File: config.mk
export PLATFORM = sky130hd
export DESIGN_NAME = reg_access_arbiter
export DESIGN_NICKNAME = d
export VERILOG_FILES = /design/src/rtl/reg_arb_pkg.sv /design/src/rtl/rr_arb2.sv /design/src/rtl/reg_access_arbiter.sv
export SDC_FILE = /design/constraint.sdc
export NUM_CORES = 1
export LEC_CHECK = 0
export ABC_AREA = 0
export CORE_ASPECT_RATIO = 1.2
export CORE_MARGIN = 2
export CORE_UTILIZATION = 44
export CTS_CLUSTER_SIZE = 30
export DETAILED_ROUTE_END_ITERATION = 8
export GPL_ROUTABILITY_DRIVEN = 0
export PLACE_DENSITY = 0.85
export SYNTH_ARGS = -nofsm -noshare
export SYNTH_HDL_FRONTEND = slang
export SYNTH_SLANG_ARGS = --single-unit
export TNS_END_PERCENT = 5
File: constraint.sdc
create_clock -name clk -period 2.6 [get_ports clk]
set_input_delay 0.52 -clock clk [delete_from_list [all_inputs] [get_ports clk]]
set_output_delay 0.52 -clock clk [all_outputs]
set_load 0.01 [all_outputs]
File: src/rtl/reg_arb_pkg.sv
// Shared types and constants for the register-access arbiter slice.
// Optional write-lock input is enabled by defining REG_ARB_WRITE_LOCK_EN.
package reg_arb_pkg;

  typedef enum logic [1:0] {
    ST_IDLE     = 2'd0,
    ST_ISSUE    = 2'd1,
    ST_COMPLETE = 2'd2
  } arb_state_e;

  localparam logic REQ_I2C  = 1'b0;
  localparam logic REQ_HOST = 1'b1;

  localparam int unsigned DEF_ADDR_W   = 8;
  localparam int unsigned DEF_DATA_W   = 8;
  localparam int unsigned DEF_WR_REGS  = 4;
  localparam int unsigned DEF_NUM_REGS = 8;

  // A write is rejected when it targets a read-only address or the port is locked.
  function automatic logic is_write_rejected(input logic we, input logic addr_ro,
                                             input logic locked);
    return we & (addr_ro | locked);
  endfunction

endpackage

File: src/rtl/rr_arb2.sv
// Combinational two-way round-robin picker: on a tie the port that was not
// granted last time wins.
module rr_arb2
  import reg_arb_pkg::*;
(
  input  logic [1:0] req_i,
  input  logic       last_grant_i,
  output logic       gnt_valid_o,
  output logic       gnt_id_o
);

  always_comb begin
    gnt_valid_o = |req_i;
    gnt_id_o    = REQ_I2C;
    if (req_i == 2'b11) begin
      gnt_id_o = ~last_grant_i;
    end else if (req_i[1]) begin
      gnt_id_o = REQ_HOST;
    end
  end

endmodule

File: src/rtl/reg_access_arbiter.sv
// Shares one registerInterface between the I2C slave (port 0) and the host bus
// (port 1). Define REG_ARB_WRITE_LOCK_EN to add the wr_lock input for port 1.
module reg_access_arbiter
  import reg_arb_pkg::*;
#(
  parameter int unsigned ADDR_W   = DEF_ADDR_W,
  parameter int unsigned DATA_W   = DEF_DATA_W,
  parameter int unsigned WR_REGS  = DEF_WR_REGS,
  parameter int unsigned NUM_REGS = DEF_NUM_REGS
) (
  input  logic              clk,
  input  logic              rst,
`ifdef REG_ARB_WRITE_LOCK_EN
  input  logic              wr_lock,
`endif
  input  logic              req0,
  input  logic              req1,
  input  logic              we0,
  input  logic              we1,
  input  logic [ADDR_W-1:0] addr0,
  input  logic [ADDR_W-1:0] addr1,
  input  logic [DATA_W-1:0] wdata0,
  input  logic [DATA_W-1:0] wdata1,
  input  logic              dom0,
  input  logic              dom1,
  output logic              ack0,
  output logic              ack1,
  output logic              err0,
  output logic              err1,
  output logic [DATA_W-1:0] rdata0,
  output logic [DATA_W-1:0] rdata1,
  output logic [ADDR_W-1:0] ri_addr,
  output logic [DATA_W-1:0] ri_dataIn,
  output logic              ri_writeEn,
  output logic              ri_domain,
  input  logic [DATA_W-1:0] ri_dataOut,
  output logic              busy
);

  arb_state_e        state_q, state_d;
  logic              last_grant_q, last_grant_d;
  logic              owner_q, owner_d;
  logic              rej_q, rej_d;
  logic              rd_q, rd_d;
  logic [ADDR_W-1:0] ri_addr_q, ri_addr_d;
  logic [DATA_W-1:0] ri_dataIn_q, ri_dataIn_d;
  logic              ri_writeEn_q, ri_writeEn_d;
  logic              ri_domain_q, ri_domain_d;
  logic              ack0_q, ack0_d, ack1_q, ack1_d;
  logic              err0_q, err0_d, err1_q, err1_d;
  logic [DATA_W-1:0] rdata0_q, rdata0_d, rdata1_q, rdata1_d;

  logic              gnt_valid, gnt_id;
  logic              sel_we, sel_dom, sel_ro, sel_lock, sel_rej;
  logic [ADDR_W-1:0] sel_addr;
  logic [DATA_W-1:0] sel_wdata, rd_value;

  rr_arb2 u_rr_arb2 (
    .req_i        ({req1, req0}),
    .last_grant_i (last_grant_q),
    .gnt_valid_o  (gnt_valid),
    .gnt_id_o     (gnt_id)
  );

  always_comb begin
    sel_we    = (gnt_id == REQ_HOST) ? we1    : we0;
    sel_addr  = (gnt_id == REQ_HOST) ? addr1  : addr0;
    sel_wdata = (gnt_id == REQ_HOST) ? wdata1 : wdata0;
    sel_dom   = (gnt_id == REQ_HOST) ? dom1   : dom0;
`ifdef REG_ARB_WRITE_LOCK_EN
    sel_lock  = (gnt_id == REQ_HOST) && wr_lock;
`else
    sel_lock  = 1'b0;
`endif
    sel_ro    = 32'(sel_addr) >= WR_REGS;
    sel_rej   = is_write_rejected(sel_we, sel_ro, sel_lock);
    // Unimplemented addresses read as zero regardless of what the interface returns.
    rd_value  = (32'(ri_addr_q) >= NUM_REGS) ? '0 : ri_dataOut;
  end

  always_comb begin
    state_d      = state_q;
    last_grant_d = last_grant_q;
    owner_d      = owner_q;
    rej_d        = rej_q;
    rd_d         = rd_q;
    ri_addr_d    = ri_addr_q;
    ri_dataIn_d  = ri_dataIn_q;
    ri_writeEn_d = ri_writeEn_q;
    ri_domain_d  = ri_domain_q;
    rdata0_d     = rdata0_q;
    rdata1_d     = rdata1_q;
    ack0_d       = 1'b0;
    ack1_d       = 1'b0;
    err0_d       = 1'b0;
    err1_d       = 1'b0;

    unique case (state_q)
      ST_IDLE: begin
        if (gnt_valid) begin
          owner_d      = gnt_id;
          last_grant_d = gnt_id;
          rej_d        = sel_rej;
          rd_d         = ~sel_we;
          ri_addr_d    = sel_addr;
          ri_dataIn_d  = sel_wdata;
          ri_writeEn_d = sel_we & ~sel_rej;
          ri_domain_d  = sel_dom;
          state_d      = ST_ISSUE;
        end
      end
      ST_ISSUE: begin
        ri_writeEn_d = 1'b0;
        state_d      = ST_COMPLETE;
      end
      ST_COMPLETE: begin
        // ri_dataOut is valid here; capture it on the edge that raises ack.
        if (owner_q == REQ_HOST) begin
          ack1_d = 1'b1;
          err1_d = rej_q;
          if (rd_q) rdata1_d = rd_value;
        end else begin
          ack0_d = 1'b1;
          err0_d = rej_q;
          if (rd_q) rdata0_d = rd_value;
        end
        state_d = ST_IDLE;
      end
      default: begin
        state_d = ST_IDLE;
      end
    endcase
  end

  always_ff @(posedge clk or posedge rst) begin
    if (rst) begin
      state_q      <= ST_IDLE;
      last_grant_q <= REQ_HOST;
      owner_q      <= REQ_I2C;
      rej_q        <= 1'b0;
      rd_q         <= 1'b0;
      ri_addr_q    <= '0;
      ri_dataIn_q  <= '0;
      ri_writeEn_q <= 1'b0;
      ri_domain_q  <= 1'b0;
      ack0_q       <= 1'b0;
      ack1_q       <= 1'b0;
      err0_q       <= 1'b0;
      err1_q       <= 1'b0;
      rdata0_q     <= '0;
      rdata1_q     <= '0;
    end else begin
      state_q      <= state_d;
      last_grant_q <= last_grant_d;
      owner_q      <= owner_d;
      rej_q        <= rej_d;
      rd_q         <= rd_d;
      ri_addr_q    <= ri_addr_d;
      ri_dataIn_q  <= ri_dataIn_d;
      ri_writeEn_q <= ri_writeEn_d;
      ri_domain_q  <= ri_domain_d;
      ack0_q       <= ack0_d;
      ack1_q       <= ack1_d;
      err0_q       <= err0_d;
      err1_q       <= err1_d;
      rdata0_q     <= rdata0_d;
      rdata1_q     <= rdata1_d;
    end
  end

  assign ack0       = ack0_q;
  assign ack1       = ack1_q;
  assign err0       = err0_q;
  assign err1       = err1_q;
  assign rdata0     = rdata0_q;
  assign rdata1     = rdata1_q;
  assign ri_addr    = ri_addr_q;
  assign ri_dataIn  = ri_dataIn_q;
  assign ri_writeEn = ri_writeEn_q;
  assign ri_domain  = ri_domain_q;
  assign busy       = (state_q != ST_IDLE);

endmodule

## Word level (Yosys, flattened, before mapping)

Index checks and enable logic that the tools add are counted.

| storage, ports and cells | value |
|---|---|
| flip-flop bits (word level) | 44 |
| bits of input ports | 48 |
| output and inout port bits | 39 |
| word-level logic and storage cells | 54 |

| cells by class | value |
|---|---|
| order comparisons | 2 |
| eq/ne operators | 4 |
| mux-type cells | 19 |
| bitwise logic cells | 6 |
| reduce and logical (&&, ||, !) cells | 8 |

Operators by type and width:

| kind | number |
|---|---|
| 8-bit 2-to-1 mux | 3 |
| 1-bit 2-to-1 mux | 13 |
| 8-bit by 3-bit greater-or-equal comparator with 1-bit output (second input constant) | 1 |
| 8-bit by 4-bit greater-or-equal comparator with 1-bit output (second input constant) | 1 |
| 3-bit AND reduction | 2 |
| 2-bit equality test (second input constant) | 2 |
| 1-bit inverter | 4 |
| 2-bit case mux with 2 select lines | 1 |
| 2-bit AND reduction | 2 |
| 2-bit nonzero test | 2 |
| 1-bit AND | 2 |
| 2-bit by 1-bit equality test with 1-bit output (second input constant) | 1 |
| 2-bit logical NOT | 1 |
| 2-bit 2-to-1 mux | 1 |
| 2-bit != test (second input constant) | 1 |
| 1-bit case mux with 2 select lines | 1 |
| 2-bit OR reduction | 1 |

## Longest topological paths before layout

| depth | value |
|---|---|
| depth in word-level cells | 9 |
| depth in mapped cells | 6 |
| depth with buffers taken out | 5 |

## Modules after synthesis

Synthesis repeated with hierarchy kept, for this count alone.

| unflattened totals | value |
|---|---|
| cell total of the unflattened synthesis | 177 |
| area, all modules | 1856.8 µm² |

Modules (own cells, without submodules):

| module | times used | cells each | area an instance (µm²) | seq. area each (µm²) |
|---|---|---|---|---|
| reg_access_arbiter | 1 | 175 | 1843.0 | 1102.3 |
| rr_arb2 | 1 | 2 | 13.8 | 0.0 |

## Worst setup path before layout

No wires, ideal clock.

| path | value |
|---|---|
| path kind | input to register |
| start point | input port addr0[4] |
| end point | register ri_writeEn_q (netlist: ri_writeEn) |
| setup time | 0.066 ns |
| arrival | 1.434 ns |
| data required time | 2.534 ns |
| slack | 1.101 ns |
| cell stages on the path | 3 |
| cells stage by stage | or4_4 -> o41ai_4 -> a31o_1 |

| on the way | value |
|---|---|
| cells in the longest elaborated chain, start to end | 7 |

RTL lines:

| what | RTL line | text |
|---|---|---|
| start: declaration | reg_access_arbiter.sv:20 | `input logic [ADDR_W-1:0] addr0,` |
| 8-bit 2-to-1 mux | reg_access_arbiter.sv:67 | `sel_addr = (gnt_id == REQ_HOST) ? addr1 : addr0;` |
| 8-bit by 3-bit greater-or-equal comparator with 1-bit output | reg_access_arbiter.sv:75 | `sel_ro = 32'(sel_addr) >= WR_REGS;` |
| 1-bit AND | reg_arb_pkg.sv:22 | `return we & (addr_ro \| locked);` |
| 1-bit inverter | reg_access_arbiter.sv:107 | `ri_writeEn_d = sel_we & ~sel_rej;` |
| 1-bit AND | reg_access_arbiter.sv:107 |  |
| 1-bit 2-to-1 mux | reg_access_arbiter.sv:100 | `if (gnt_valid) begin` |
| 1-bit case mux with 2 select lines | reg_access_arbiter.sv:98 | `unique case (state_q)` |
| end signal: assignment | reg_access_arbiter.sv:160 | `ri_writeEn_q <= ri_writeEn_d;` |
| end: declaration | reg_access_arbiter.sv:47 | `logic ri_writeEn_q, ri_writeEn_d;` |

Every way passes these cells. The select of a mux whose other input is x is not followed.
A chain may end at the register's enable or synchronous reset.

## Final worst setup path

| path | value |
|---|---|
| start point | register state_q[1] |
| end point | output port busy |

| on the way | value |
|---|---|
| cells in the longest elaborated chain, start to end | 1 |

RTL lines:

| what | RTL line | text |
|---|---|---|
| start: declaration | reg_access_arbiter.sv:40 | `arb_state_e state_q, state_d;` |
| start signal: assignment | reg_access_arbiter.sv:153 | `state_q <= state_d;` |
| 2-bit nonzero test | reg_access_arbiter.sv:181 | `assign busy = (state_q != ST_IDLE);` |
| end: declaration | reg_access_arbiter.sv:37 | `output logic busy` |

Every way passes these cells.

==> key figures <==
Run status
  • Run status: finished, final reports clean

Clock network
  • Worst-skew pair later-pin latency: 0.29 ns
  • Number of buffers added by the clock tree synthesis step: 5
  • Number of levels the H-tree was split into: 2
  • Number of resized instances in the post-cts repair step: 0
  • Root buffer cell: sky130_fd_sc_hd__clkbuf_8
  • CTS clock-pin slew for the worst setup and hold paths: 0.08 ns
  • Setup Fix Bufs, Post-CTS: 0
  • Clock tree buffer depth: 2
  • Count of hold buffers inserted by post-cts repair: 0
  • Number of clock sinks: 44
  • CTS tree: built

Power and ir drop
  • Comb power frac: 43.8%
  • Switch Pwr: 0.000920 W
  • Net switching fraction of the power: 33.3%
  • Part of the power in the clock network: 15.3%
  • PD cells: 965 nW/um2
  • P_int: 0.00184 W
  • Reg power frac: 40.9%
  • Worst supply voltage drop on vdd: 474 uV
  • Static power due to leakage: 1.25 nW

Synthesis
  • Sequential fraction of the synthesis area: 59.0%
  • Main flop type after synthesis: sky130_fd_sc_hd__dfrtp_1
  • Post-synthesis adder-cell area fraction: 0%
  • Asr flop ratio synth: 100%
  • Main combinational cell family by area after synthesis: simple AND/OR/NAND/NOR gates
  • Syn_area_per_cell: 10.6 um2
  • Cells after Synth: 176
  • Post-synthesis instance area: 1870 um2
  • Area fraction in compound gates after synthesis: 11.9%
  • Fraction of synthesized area in multiplexers: 9.71%
  • Dominant cell type by area after synthesis: sky130_fd_sc_hd__dfrtp_1
  • Post-synthesis sequential element count: 44
  • Number of synthesis warnings: 0
  • Net Count, Synth: 224
  • Main area contributors after synthesis: sky130_fd_sc_hd__dfrtp_1 58%, sky130_fd_sc_hd__nand2_1 10%, sky130_fd_sc_hd__mux2i_1 9.1%, sky130_fd_sc_hd__o21ai_1 6.4%, sky130_fd_sc_hd__o21ai_0 2.9%
  • Fraction of the mapped netlist area in simple logic gates: 16.3%
  • Synthesized-area fraction occupied by xor and xnor cells: 0%
  • Portion of synthesized cell area occupied by the leading cell type: 57.6%
  • Synth cell types: 26
  • Post-synth EDFFs: 0

Min path
  • Worst Hold Depth: 2
  • End point of the most critical hold path: last_grant_q$_DFFE_PP1P_
  • Worst hold-check path type: flip-flop to flip-flop
  • Launch instance of the worst min-delay path: last_grant_q$_DFFE_PP1P_

STA
  • Time the final worst path needs with I/O delays and setup: 1.94 ns
  • Worst Max-Slew Pin Slew: 0.862 ns
  • Worst slew margin relative to its limit: 42.5%
  • Worst hold margin: 0.474 ns
  • Setup Total Neg Slack: 0 ns
  • Final clock period utilization by the worst path: 74.7%
  • Total of endpoints with negative setup slack in the final report: 0
  • Worst setup skew after layout: 0.00301 ns
  • Total count of max-transition violations in the final report: 0
  • Max Freq: 515 MHz
  • Final Hold Viols: 0
  • RSZ-0062 raised after global routing: no

Layout
  • Fill cell instance count of the final layout: 309
  • Number of nets in the layout: 312
  • Share of final-layout standard cells stronger than drive strength 1: 7.92%
  • Most frequent cells in the layout: 86 x sky130_fd_sc_hd__clkdlybuf4s50_1, 51 x sky130_fd_sc_hd__nand2_1, 43 x sky130_fd_sc_hd__dfrtp_1
  • Area overhead of the layout relative to synthesis: 53.1%
  • # diodes: 0
  • Utilization after layout: 71.5%
  • Leading cell type in the layout, fill and taps excluded: sky130_fd_sc_hd__clkdlybuf4s50_1

Setup path
  • Cells on worst reg2reg path: 5
  • Stage delay of the slowest cell on the critical path: 0.49 ns
  • Slack of the worst reg-to-reg path: 0.93 ns
  • Arrival time of data at the critical path endpoint: 1.42 ns
  • Kind of start point of the critical path: flip-flop
  • CP Capture Type: output pin
  • Setup Crit Path Kind: flip-flop to output pin
  • Worst Path Max Fanout: 4
  • Endpoint of the most critical register-to-register path: ri_addr[2]$_DFFE_PP0P_
  • Critical Path, Cell by Cell: or2_1 -> clkdlybuf4s50_1
  • Slowest CP cell: sky130_fd_sc_hd__clkdlybuf4s50_1
  • Startpoint of the worst-slack reg-to-reg timing path: state_q[1]$_DFFE_PP0P_
  • Data required, critical path: 2.08 ns
  • Largest delay share family, worst path: buffers and inverters
  • CP bufs+invs: 1

Floorplan
  • Horizontal extent of the die: 63.5 um
  • Die area: 4790 um2
  • Count of standard-cell rows: 25
  • Top-level I/O count: 87
  • Vert. Die Dim: 75.4 um
  • Area of the placeable core: 4000 um2
  • Initial Utilization: 46.7%

Detailed routing
  • Antenna Nets Post-Route: 0
  • First-pass iteration count of the detailed router: 4
  • Total vias in the final route: 1,520
  • Overall routed net length: 3870 um
  • Residual DRC: 0
  • Initial DRC count: 63
  • Detail-routed via count per cell: 4.76
  • Post-detailed-route wirelength per cell: 12.1 um

Place
  • HPWL after detailed placement: 3130 um
  • Count of port buffers added during placement: 86

Global routing
  • Largest net degree at the start of global routing: 45
  • Wire length of the first global-routing pass: 6460 um
  • Remaining Overflow, GRT: 0
  • Number of antenna violations at the first check in global routing: 0
  • Global-route usage over all layers: 17.4%
  • Via count of the first global-routing pass: 1,478

Job
  • Max Cap Viol: 0
-- final cells by class --
| cell class | count | area, um2 | share of cell area [%] |
|---|---|---|---|
| clock buffers | 6 | 82.6 | 2.89 |
| inverters | 2 | 7.51 | 0.262 |
| well taps | 54 | 67.6 | 2.36 |
| clock inverters | 2 | 10.0 | 0.350 |
| repair buffers | 89 | 883 | 30.9 |
| multi-input cells | 122 | 708 | 24.7 |
| flip-flops and latches | 44 | 1100 | 38.5 |
-- worst max-delay path by stage --
stage / depth (start not counted) / slack (ns) / endpoint / startpoint
6_report: 2 / 0.66 / busy / state_q[1]$_DFFE_PP0P_
5_1_grt: 6 / 0.55 / ri_writeEn$_DFFE_PP0P_ / req0
4_1_cts: 2 / 0.65 / busy / state_q[1]$_DFFE_PP0P_
3_5_place_dp: 6 / 0.45 / ri_writeEn$_DFFE_PP0P_ / req0
3_3_place_gp: 5 / 0.53 / ri_dataIn[4]$_DFFE_PP0P_ / req0
2_1_floorplan: 1 / 1.05 / ack0$_DFF_PP0_ / rst
-- power by group through the flow --
| stage | Clock, W | Combinational, W | Sequential, W |
|---|---|---|---|
| finish | 0.000424 | 0.00121 | 0.00113 |
| global route | 0.000470 | 0.00133 | 0.00117 |
| CTS | 0.000437 | 0.00123 | 0.00113 |
| detailed placement | 0 | 0.00123 | 0.00114 |
| global placement | 0 | 0.00120 | 0.00113 |
| floorplan | 0 | 0.000481 | 0.00124 |
-- metrics by stage --
step / cells / power [W] / setup slack (ns) / cell area (um2)
floorplan: 176 / 0.00172 / 1.05 / 1870
global placement: 311 / 0.00233 / 0.529 / 2770
detailed placement: 311 / 0.00237 / 0.450 / 2770
CTS: 319 / 0.00280 / 0.647 / 2860
global route: 319 / 0.00297 / 0.555 / 2860
finish: 319 / 0.00276 / 0.657 / 2860
-- cell usage after synthesis (all sizes together), types with 2 or more instances --
master and count:
nor3b 2, dfrtp 43, or2 2, o21ai 35, and2 2, nor2 3, inv 2, nand2 51
mux2i 17, buf 7, or4 2
-- layer usage --
layer / GRT usage, % / vias to the layer above / wire length, um
li1: - / 770 / -
met1: 19.5 / 676 / 1640
met3: 5.91 / 5 / 325
met4: 6.28 / 0 / 51
met5: 0 / - / 0
met2: 31.5 / 69 / 1850
-- sequential cells by signal (all words and copies together) (netlist names), 2 cells and up --
register,flops
rdata1,8
ri_addr,8
state_q,2
ri_dataIn,8
rdata0,8
-- tightest hold or removal path, cell delays in order (launching register included) --
cell and delay [ns]:
sky130_fd_sc_hd__dfstp_2 0.38, sky130_fd_sc_hd__nand2_1 0.05, sky130_fd_sc_hd__nand2_1 0.05
-- cells by family after synthesis --
| family | Yosys count |
|---|---|
| compound gates | 38 |
| buf+inv | 10 |
| flops | 44 |
| mux | 18 |
| simple gates | 66 |
No activity file was read; power rests on OpenSTA's default activity.
